--- src/rtl/addr_stream_reader.sv ---
// rtl/addr_stream_reader.sv - SRAM reader driven by an address generator, buffered valid/ready output (optional macro ADDR_STREAM_READER_PERF_EN adds stall_cycles)
module addr_stream_reader #(
    parameter int ADDR_W     = 16,
    parameter int DATA_W     = 16,
    parameter int FIFO_DEPTH = 4,
    parameter int LEN_W      = 16
) (
    input  logic              clk,
    input  logic              rst_n,
    input  logic              start,
    input  logic [LEN_W-1:0]  total_len,
    input  logic [ADDR_W-1:0] addr_in,
    output logic              step,
    output logic              mem_ren,
    output logic [ADDR_W-1:0] mem_addr,
    input  logic [DATA_W-1:0] mem_rdata,
    output logic              out_valid,
    input  logic              out_ready,
    output logic [DATA_W-1:0] out_data,
    output logic              out_last,
    output logic              busy,
    output logic              done
`ifdef ADDR_STREAM_READER_PERF_EN
    ,
    output logic [31:0]       stall_cycles
`endif
);

    localparam int PTR_W = (FIFO_DEPTH > 1) ? $clog2(FIFO_DEPTH) : 1;
    localparam int CNT_W = PTR_W + 1;
    localparam logic [CNT_W:0] DEPTH_C = (CNT_W+1)'(FIFO_DEPTH);

    localparam logic [1:0] S_IDLE  = 2'd0;
    localparam logic [1:0] S_RUN   = 2'd1;
    localparam logic [1:0] S_DRAIN = 2'd2;
    localparam logic [1:0] S_DONE  = 2'd3;

    logic [1:0]       state_q, state_d;
    logic [LEN_W-1:0] len_q, len_d;
    logic [LEN_W-1:0] issued_q, issued_d;
    logic [LEN_W-1:0] emitted_q, emitted_d;
    logic             inflight_q, inflight_d;
    logic [PTR_W-1:0] wr_ptr_q, wr_ptr_d;
    logic [PTR_W-1:0] rd_ptr_q, rd_ptr_d;
    logic [CNT_W-1:0] count_q, count_d;
    logic [DATA_W-1:0] mem_q [FIFO_DEPTH];

    logic             pop;
    logic             push;
    logic             issue;
    logic             credit;
    logic             start_ok;
    logic [CNT_W:0]   occupancy;
    logic [LEN_W-1:0] len_m1;

    // Credit/issue decision, FIFO bookkeeping and run sequencing
    always_comb begin
        occupancy  = {1'b0, count_q} + {{CNT_W{1'b0}}, inflight_q};
        credit     = occupancy < DEPTH_C;
        pop        = (count_q != '0) & out_ready;
        push       = inflight_q;
        issue      = (state_q == S_RUN) & (credit | pop);
        len_m1     = len_q - 1'b1;
        start_ok   = (state_q == S_IDLE) & start;

        state_d    = state_q;
        len_d      = len_q;
        issued_d   = issue ? issued_q + 1'b1 : issued_q;
        emitted_d  = pop ? emitted_q + 1'b1 : emitted_q;
        inflight_d = issue;
        wr_ptr_d   = push ? wr_ptr_q + 1'b1 : wr_ptr_q;
        rd_ptr_d   = pop ? rd_ptr_q + 1'b1 : rd_ptr_q;
        count_d    = count_q;
        if (push && !pop) begin
            count_d = count_q + 1'b1;
        end else if (pop && !push) begin
            count_d = count_q - 1'b1;
        end

        case (state_q)
            S_IDLE: begin
                if (start_ok) begin
                    len_d     = total_len;
                    issued_d  = '0;
                    emitted_d = '0;
                    state_d   = (total_len == '0) ? S_DONE : S_RUN;
                end
            end
            S_RUN: begin
                if (issue && (issued_q == len_m1)) begin
                    state_d = S_DRAIN;
                end
            end
            S_DRAIN: begin
                if ((count_q == '0) && !inflight_q) begin
                    state_d = S_DONE;
                end
            end
            default: begin
                state_d = S_IDLE;
            end
        endcase
    end

    // Control and FIFO pointer state
    always_ff @(posedge clk or negedge rst_n) begin
        if (!rst_n) begin
            state_q    <= S_IDLE;
            len_q      <= '0;
            issued_q   <= '0;
            emitted_q  <= '0;
            inflight_q <= 1'b0;
            wr_ptr_q   <= '0;
            rd_ptr_q   <= '0;
            count_q    <= '0;
        end else begin
            state_q    <= state_d;
            len_q      <= len_d;
            issued_q   <= issued_d;
            emitted_q  <= emitted_d;
            inflight_q <= inflight_d;
            wr_ptr_q   <= wr_ptr_d;
            rd_ptr_q   <= rd_ptr_d;
            count_q    <= count_d;
        end
    end

    // Read-data storage; contents are don't-care while the pointers say empty
    always_ff @(posedge clk) begin
        if (push) begin
            mem_q[wr_ptr_q] <= mem_rdata;
        end
    end

    assign step      = issue;
    assign mem_ren   = issue;
    assign mem_addr  = issue ? addr_in : '0;
    assign out_valid = (count_q != '0);
    assign out_data  = mem_q[rd_ptr_q];
    assign out_last  = out_valid & (len_q != '0) & (emitted_q == len_m1);
    assign busy      = (state_q != S_IDLE);
    assign done      = (state_q == S_DONE);

`ifdef ADDR_STREAM_READER_PERF_EN
    logic [31:0] stall_q, stall_d;

    // Saturating count of cycles where a buffered word waits on the consumer
    always_comb begin
        stall_d = stall_q;
        if (start_ok) begin
            stall_d = '0;
        end else if ((state_q != S_IDLE) && out_valid && !out_ready && (stall_q != '1)) begin
            stall_d = stall_q + 1'b1;
        end
    end

    // Stall counter register
    always_ff @(posedge clk or negedge rst_n) begin
        if (!rst_n) begin
            stall_q <= '0;
        end else begin
            stall_q <= stall_d;
        end
    end

    assign stall_cycles = stall_q;
`endif

endmodule

--- config.mk ---
export PLATFORM = sky130hd
export DESIGN_NAME = addr_stream_reader
export DESIGN_NICKNAME = d
export VERILOG_FILES = /design/src/rtl/addr_stream_reader.sv
export SDC_FILE = /design/constraint.sdc
export NUM_CORES = 1
export LEC_CHECK = 0
export BUFFER_PORTS_ARGS = -buffer_cell sky130_fd_sc_hd__buf_2
export CORE_MARGIN = 5
export CORE_UTILIZATION = 25
export CTS_CLUSTER_DIAMETER = 80
export DETAILED_ROUTE_END_ITERATION = 16
export GPL_TIMING_DRIVEN = 0
export HOLD_SLACK_MARGIN = 0.08
export SKIP_CTS_REPAIR_TIMING = 1
export SYNTH_ARGS = -nofsm -noshare
export SYNTH_HDL_FRONTEND = slang
export SYNTH_SLANG_ARGS = --single-unit
--- constraint.sdc ---
create_clock -name clk -period 5.65 [get_ports clk]
set_input_delay 0.8475 -clock clk [delete_from_list [all_inputs] [get_ports clk]]
set_output_delay 0.8475 -clock clk [all_outputs]
set_load 0.02 [all_outputs]
==> results.cfg <==
[timing]
final_hold_viol_count = 0
finalSetupTns_ns = 0
rsz_0062_raised_after_global_routing = false
worst_slew_slack_as_a_fraction_of_its_limit = 0.434
final.min_clock_period_ns = 4.74
skew_ns = 0.00682
maxSlewViolCount = 0
final-setup-viol-count = 0
fmax_mhz = 211
worstMarginPinSlew_ns = 0.850
min_period_over_period = 0.838

[logic_synthesis]
seq_area_frac_synth = 0.542
synth_flop_cell = edfxtp_1
ys_async_sr_fraction = 0.475
number_of_flip_flops_and_latches_in_the_synthesized_netlist = 122
synth_cells = 503
netlist.top_cell.by_area = edfxtp_1
post-synth-top-area-fraction = 0.309
yosysWarnings = 0
synth.distinct_cells = 60
syn-num-nets = 569
dominant_cell_by_count_in_the_synthesized_netlist = edfxtp_1
syn_area_um2 = 6220
synth.top_cells.by_area = edfxtp_1 (31%), dfrtp_1 (23%), mux4_2 (5.8%), xor2_1 (5.2%), xnor2_1 (4.1%)
syn-mean-instance-area_um2 = 12.4
synth_enable_flop_cells = 64
yosys-top-cells-count = edfxtp_1 (64), dfrtp_1 (58), nor2_1 (43), xor2_1 (37), xnor2_1 (29)

[route]
routed_wirelength_um = 14500
vias_per_cell = 4.48
first_pass_iters = 5
drcViolationCount = 0
detailedRoute.firstIterationViolations = 293
ant_nets = 0
detailroute.via_count = 4251
routedWlPerCell_um = 15.3

[job]
max-cap-violations = 0

[pwr]
power.ir.vdd_worst_uv = 212
leakagePower_nw = 3.04
power.total_w = 0.00342
power-per-cell-area_nw_per_um2 = 446

[clocking]
clock_sinks = 122
clock_path_buffers = 2
clock_tree.htree_level_count = 4
cts_root_buf = clkbuf_16
numCtsBuffers = 17
tritoncts = done
clock_latency_ns = 0.41
cts.clk_slew.worst_paths_ns = 0.06

[hold_path]
hold_path_class = primary input to asynchronous set/reset pin

[place]
dp_hpwl_um = 10400
port_bufs = 89
gpl.final_weighted_congestion = 0.829

[global_route]
largest_net_degree_at_the_start_of_global_routing = 59
groute.usage.overall = 0.106
grt_pass1_vias = 4318
grt_antenna_before_repair = 2
first_pass_grt_wire_length_um = 23600
grt.overflow.total = 0

[worst_setup_path]
worst_path_dominant_cell_family = simple AND/OR/NAND/NOR gates
timing.critical_path.to_type = primary output
critical_path_required_ns = 4.80
critical_path.most_common_cell = nand4_1
timing.critical_path.fanout_max = 7
r2r_setup_slack_ns = 2.62
timing.rr.end = state_q[1]
crit_path_top_delay_cell = a2111oi_0
reg2reg_from = len_q[0]
startpoint_class_of_the_critical_path = flop
worst-setup-path-type = flop to primary output
worst_r2r_path_depth = 9
cp_num_buf_inv = 2
cells_traversed_along_the_worst_timing_path = inv_1 > ha_1 > nor3b_4 > nand4_1 > xnor2_1 > or4_1 > a2111oi_0 > nand4_1 > a211oi_1 > buf_2
slowest_delay_ns = 0.56
worst-endpoint-arrival_ns = 3.89

[layout]
n_fill_cell = 2495
antenna-diode-count = 0
multi_input_comb_area_um2 = 2640
number_of_nets_in_the_finished_design = 677
post_route_cells_drive_above_1_share = 0.271
area.growth.synth_to_final_pct = 23.2
ff_latch_area_um2 = 3370

[floorplanning]
i_o_pin_total = 90
die_span_in_y_um = 168
fp-row-count = 57
design.die.area_um2 = 28100
start_util = 0.255
die_w_um = 168
core_area_um2 = 24400

[run_status]
run_status = completed
-- state kept, by name, summed over array words and instances, names as in the netlist --
register and cells:
rd_ptr_q 2, issued_q 16, emitted_q 16, len_q 16, mem_q 64, state_q 2, inflight_q 1, count_q 3
wr_ptr_q 2
-- per-stage QoR --
stage                util  cell area, um^2  hold WS [ns]  setup WS (ns)  std cells
floorplan               -             6220         0.491           1.88        503
global placement    0.290             7070         0.515           1.32        916
detailed placement  0.290             7070         0.525           1.34        916
CTS                 0.314             7660         0.538          0.917        948
global route        0.314             7660         0.548          0.736        948
finish              0.314             7660         0.512          0.914        948
-- cells in the final DEF, fill, tap and decap left out, drive strengths merged, types with 3 or more instances in the layout --
| master | synthesis | layout |
|---|---|---|
| inv | 17 | 23 |
| nand2 | 26 | 26 |
| nand3 | 15 | 15 |
| clkbuf | 17 | 34 |
| ha | 13 | 13 |
| o21ai | 13 | 13 |
| dfrtp | 58 | 58 |
| nand4b | 3 | 3 |
| xnor2 | 29 | 29 |
| nand4 | 14 | 14 |
| buf | 13 | 102 |
| xor2 | 37 | 37 |
| clkinv | 0 | 6 |
| edfxtp | 64 | 64 |
| nor4 | 7 | 7 |
| and2 | 22 | 22 |
| nor3 | 14 | 14 |
| a311o | 3 | 3 |
| or3 | 4 | 4 |
| a31oi | 5 | 5 |
| and3 | 4 | 4 |
| o32ai | 3 | 3 |
| mux2i | 5 | 5 |
| a21oi | 11 | 11 |
| mux4 | 16 | 16 |
| mux2 | 13 | 13 |
| nor2 | 43 | 43 |
| nor2b | 3 | 3 |
-- worst max path at each step --
stage / startpoint / end / slack, ns / depth (start not counted)
after floorplan: len_q[0] / out_last / 1.88 / 9
after global placement: len_q[0] / out_last / 1.32 / 10
after detailed placement: len_q[0] / out_last / 1.34 / 10
after CTS: len_q[0] / out_last / 0.92 / 10
after global routing: len_q[0] / out_last / 0.74 / 10
final: len_q[0] / out_last / 0.91 / 10
-- worst reg2reg max path, cell delays in order, from the launching register on --
cell	delay (ns)
dfrtp_1	0.45
inv_1	0.13
ha_1	0.30
nor3b_4	0.45
o311ai_1	0.13
a311o_1	0.34
nor4_1	0.20
nand4_1	0.15
o32ai_2	0.39
mux2_1	0.37
-- where the power goes --
| group | internal, W | total, W | leakage [nW] | switching (W) |
|---|---|---|---|---|
| logic | 0.000424 | 0.00103 | 1.43 | 0.000607 |
| registers | 0.00119 | 0.00131 | 1.33 | 0.000117 |
| clock network | 0.000657 | 0.00108 | 0.287 | 0.000426 |
-- area by class of cell --
cell class / instances / share of cell area
inverter: 17 / 0.00833
timing repair buffer: 89 / 0.0584
clock inverter: 15 / 0.0214
multi-input combinational: 334 / 0.344
buffer: 30 / 0.0191
clock buffer: 17 / 0.0555
tap: 324 / 0.0529
sequential: 122 / 0.440
-- logic make-up after synthesis --
family	synth area share
AO/OA/AOI/OAI	0.0589
AND/OR/NAND/NOR	0.150
flip-flops	0.542
XOR/XNOR	0.0965
adder cells (fa/ha/maj)	0.0294
multiplexers	0.0895
buffers and inverters	0.0338
-- per-layer routing --
metal  global-route usage  part of all wire
met5                    0            0.0010
met3               0.0316             0.053
met2                0.168              0.48
met4               0.0406             0.024
met1                0.136              0.44
No activity file was read; power rests on OpenSTA's default activity.
